### src/rtl/imem_port_arbiter.sv
// Arbitrates one synchronous-read imem port between instruction fetch (IF) and load (LS).
// LS normally wins, but a bounded LS streak guarantees that a pending fetch still progresses.
module imem_port_arbiter #(
    parameter int ADDR_W     = 14,
    parameter int DATA_W     = 32,
    parameter int MAX_STREAK = 4
) (
    input  logic              clk,
    input  logic              rst,
    input  logic              if_req_i,
    input  logic [ADDR_W-1:0] if_addr_i,
    output logic              if_gnt_o,
    output logic              if_rvalid_o,
    output logic [DATA_W-1:0] if_rdata_o,
    input  logic              ls_req_i,
    input  logic [ADDR_W-1:0] ls_addr_i,
    output logic              ls_gnt_o,
    output logic              ls_rvalid_o,
    output logic [DATA_W-1:0] ls_rdata_o,
    output logic              mem_en_o,
    output logic [ADDR_W-1:0] mem_addr_o,
    input  logic [DATA_W-1:0] mem_rdata_i
);

    localparam int SW = $clog2(MAX_STREAK + 1);
    localparam logic [SW-1:0] STREAK_MAX = SW'(MAX_STREAK);
    localparam logic [SW-1:0] STREAK_ONE = SW'(1);

    typedef enum logic [1:0] {
        OWN_NONE = 2'd0,
        OWN_IF   = 2'd1,
        OWN_LS   = 2'd2
    } owner_e;

    owner_e            owner_q, owner_d;
    logic [SW-1:0]     streak_q, streak_d;
    logic [DATA_W-1:0] if_rdata_q, ls_rdata_q;
    logic              if_gnt_s, ls_gnt_s;

    // Grant selection, streak and owner next-state.
    always_comb begin
        if_gnt_s = 1'b0;
        ls_gnt_s = 1'b0;
        owner_d  = OWN_NONE;
        streak_d = streak_q;
        if (rst) begin
            if_gnt_s = 1'b0;
            ls_gnt_s = 1'b0;
        end else if (ls_req_i && (!if_req_i || (streak_q != STREAK_MAX))) begin
            ls_gnt_s = 1'b1;
        end else if (if_req_i) begin
            if_gnt_s = 1'b1;
        end else begin
            if_gnt_s = 1'b0;
            ls_gnt_s = 1'b0;
        end

        if (if_gnt_s) begin
            owner_d = OWN_IF;
        end else if (ls_gnt_s) begin
            owner_d = OWN_LS;
        end else begin
            owner_d = OWN_NONE;
        end

        // The streak only measures how long a waiting fetch has been passed over.
        if (!if_req_i || if_gnt_s) begin
            streak_d = {SW{1'b0}};
        end else if (ls_gnt_s && (streak_q != STREAK_MAX)) begin
            streak_d = streak_q + STREAK_ONE;
        end else begin
            streak_d = streak_q;
        end
    end

    // Memory request and response routing.
    always_comb begin
        if_gnt_o    = if_gnt_s;
        ls_gnt_o    = ls_gnt_s;
        mem_en_o    = if_gnt_s | ls_gnt_s;
        if (if_gnt_s) begin
            mem_addr_o = if_addr_i;
        end else if (ls_gnt_s) begin
            mem_addr_o = ls_addr_i;
        end else begin
            mem_addr_o = {ADDR_W{1'b0}};
        end
        if_rvalid_o = (owner_q == OWN_IF);
        ls_rvalid_o = (owner_q == OWN_LS);
        // The owner sees live memory data in its response cycle; the register holds it afterwards.
        if (owner_q == OWN_IF) begin
            if_rdata_o = mem_rdata_i;
        end else begin
            if_rdata_o = if_rdata_q;
        end
        if (owner_q == OWN_LS) begin
            ls_rdata_o = mem_rdata_i;
        end else begin
            ls_rdata_o = ls_rdata_q;
        end
    end

    // State registers and response data capture.
    always_ff @(posedge clk or posedge rst) begin
        if (rst) begin
            owner_q    <= OWN_NONE;
            streak_q   <= {SW{1'b0}};
            if_rdata_q <= {DATA_W{1'b0}};
            ls_rdata_q <= {DATA_W{1'b0}};
        end else begin
            owner_q  <= owner_d;
            streak_q <= streak_d;
            if (owner_q == OWN_IF) begin
                if_rdata_q <= mem_rdata_i;
            end else begin
                if_rdata_q <= if_rdata_q;
            end
            if (owner_q == OWN_LS) begin
                ls_rdata_q <= mem_rdata_i;
            end else begin
                ls_rdata_q <= ls_rdata_q;
            end
        end
    end

endmodule

### config.mk
export PLATFORM = sky130hd
export DESIGN_NAME = imem_port_arbiter
export DESIGN_NICKNAME = d
export VERILOG_FILES = /design/src/rtl/imem_port_arbiter.sv
export SDC_FILE = /design/constraint.sdc
export NUM_CORES = 1
export LEC_CHECK = 0
export ABC_CLOCK_PERIOD_IN_PS = 2900
export CORE_UTILIZATION = 41
export CTS_BUF_LIST = sky130_fd_sc_hd__clkbuf_4 sky130_fd_sc_hd__clkbuf_8
export DETAILED_ROUTE_END_ITERATION = 8
export PLACE_DENSITY = 0.9
export SETUP_SLACK_MARGIN = 0.3
export SLEW_MARGIN = 20
export SYNTH_ARGS = -nofsm -noshare
export SYNTH_HDL_FRONTEND = slang
export SYNTH_SLANG_ARGS = --single-unit
### constraint.sdc
create_clock -name clk -period 2.9 [get_ports clk]
set_input_delay 0.58 -clock clk [delete_from_list [all_inputs] [get_ports clk]]
set_output_delay 0.58 -clock clk [all_outputs]
set_load 0.05 [all_outputs]
==> flow_summary.toml <==
[placed_design]
dp_hpwl_mm = 5.23
dpl-instance-area_um2 = 4410
gp_congestion = 0.791
io_buffer_count = 146

[global_routing]
antenna_found_initial = 0
grt_pass1_wl_mm = 11.2
grtUsageTotal_pct = 20.4
grt_max_degree = 59
overflow = 0
first_global_vias = 2292

[critical_path]
path_cells = "clkdlybuf4s50_1, buf_4, nand2b_4, a31oi_2, buf_6, a22o_1, buf_12"
path_class = "in -> out"
arrival_ns = 1.97
path_delay_family = "buffers and inverters"
required_ns = 2.32
slowest_stage = "clkdlybuf4s50_1"
start_kind = "primary input"
crit_cells = 7
reg2reg_depth = 3
slowest_delay_ns = 0.48
cp-end-kind = "output pin"
path_buf_inv = 4
cp_max_fo = 15

[floorplanning]
pin_count = 147
initial_core_util_pct = 43.5
core_um2 = 6490
rows = 29
die_y_um = 85.0
die-area_um2 = 7220
fp.dieW_um = 85.0

[drt]
drtIter0Drc = 46
drt-pass1-iter-count = 6
via_per_inst = 4.88
vias = 2054
remaining_drc_errors = 6
ant_nets = 0
wl_mm = 6.87
wl_per_cell_um = 16.3

[sta]
tightest_slew_ns = 0.519
whs_ns = 0.499
rsz0062_at_grt = "true"
post-route-period-util_pct = 87.9
slew_violations = 0
finalCriticalPeriod_ns = 2.55
relSlewSlack_pct = 65.3
setup_violations = 0
tns_ns = 0
fmaxAchievable_ghz = 0.393
hold_viol_final = 0
skew_ns = 0.00743

[run]
cap_viol_max_count = 0

[synth]
synth_top_area_share_pct = 61.2
synth.distinct_cells = 23
synth-edff-count = 0
synthFlopType = "dfrtp_1"
synth_area_leader_cell = "dfrtp_1"
synth_compound_area_share_pct = 6.60
synth_adder_area_share_pct = 0.887
synth_common_cells = "dfrtp_1, mux2_2, a22o_1, buf_2, a22o_2"
ys_warn_count = 0
synth_cells = 182
synth_area_per_cell_um2 = 15.5
async_flop_share_pct = 100
synth_top_family_by_area = "multiplexers"
synth_seq_cells = 69
synth-seq-area-share_pct = 61.2
synthesis.area_um2 = 2820
ys_top_cells_by_area = "dfrtp_1, mux2_2, a22o_1"
synthMuxAreaShare_pct = 25.5
synth.most_common_cell = "dfrtp_1"
synth-simple-area-share_pct = 3.06
synth_xor_area_share_pct = 0
synthesis.nets = 248

[clocking]
cts_hold_buffers = 0
cts_tree = "done"
cts_root_buf = "clkbuf_8"
clkTransAtPathRegs_ns = 0.07
cts_setup_buffers = 0
htreeDepth = 3
clk_latency_ns = 0.34
max-clock-path-buffers = 2
cts_sinks = 69
post_cts_resized = 1
cts_made_buffers = 9

[worst_hold_path]
min_path_type = "reg -> reg"
whs_path_depth = 1

[finish]
n_fill_cell = 457
final_cell_area_um2 = 4640
areaGrowthSynthToFinish_pct = 64.5
drive_gt1_share_pct = 53.8
fin_nets = 405
antennaDiodeCount = 0

[power]
ir_worst_vdd_uv = 604
leakage_nw = 2.08
power.density_nw_per_um2 = 746

[outcome]
violations = "DRC"
status = "finished, violations left"
final cells by class:
| cell class | count | area, um^2 | area share [%] |
|---|---|---|---|
| clock buffer | 9 | 124 | 2.67 |
| clock inverter | 7 | 98.8 | 2.13 |
| inverter | 4 | 15.0 | 0.323 |
| multi-input combinational | 99 | 1030 | 22.2 |
| sequential | 69 | 1730 | 37.2 |
| tap | 77 | 96.3 | 2.08 |
| timing repair buffer | 156 | 1550 | 33.4 |
kinds of logic after synthesis:
| logic type | count (synthesis) |
|---|---|
| flip-flops | 69 |
| multiplexers | 64 |
| buffers and inverters | 14 |
| adder cells (fa/ha/maj) | 2 |
| AND/OR/NAND/NOR | 12 |
| AO/OA/AOI/OAI | 21 |
cell usage in the layout (no fill, tap or decap), types with 3 or more instances in the layout:
| cell type | instances |
|---|---|
| a22o_2 | 5 |
| a22o_1 | 9 |
| clkdlybuf4s50_1 | 63 |
| buf_4 | 73 |
| mux2_2 | 64 |
| clkbuf_8 | 9 |
| buf_12 | 17 |
| inv_1 | 3 |
| dfrtp_1 | 69 |
worst paths after layout:
check                          startpoint             end  slack (ns)
max                              ls_req_i  mem_addr_o[10]        0.35
min                        if_rdata_q[23]  if_rdata_q[23]        0.50
max reg2reg                    owner_q[1]  if_rdata_q[20]        1.56
min reg2reg                if_rdata_q[23]  if_rdata_q[23]        0.50
max in group asynchronous             rst  ls_rdata_q[27]        1.60
min in group asynchronous             rst  if_rdata_q[18]        0.71
metrics by stage:
stage	cells	util [%]	setup slack, ns	total power, mW
3_5_place_dp	405	67.9	0.287	2.64
2_1_floorplan	182	-	0.443	2.15
4_1_cts	421	71.3	0.312	3.51
3_3_place_gp	405	67.9	0.347	2.61
5_1_grt	421	71.5	0.279	3.61
6_report	421	71.5	0.352	3.46
metal layers:
layer | vias to the layer above | global-route usage, % | part of all wire [%]
met1 | 1003 | 22.7 | 39
met2 | 76 | 35.6 | 52
met4 | 0 | 6.16 | 1.4
met5 | - | 0 | 0
li1 | 964 | - | -
met3 | 11 | 8.46 | 7.4
power breakdown:
part,switching [mW],internal [mW]
sequential,0.0442,1.13
combinational,0.927,0.510
clock,0.362,0.488
registers in the layout (all words and copies together) (netlist names):
| register | count |
|---|---|
| if_rdata_q | 32 |
| ls_rdata_q | 32 |
| streak_q | 3 |
| owner_q | 2 |
Power figures use the tool's default switching activity.
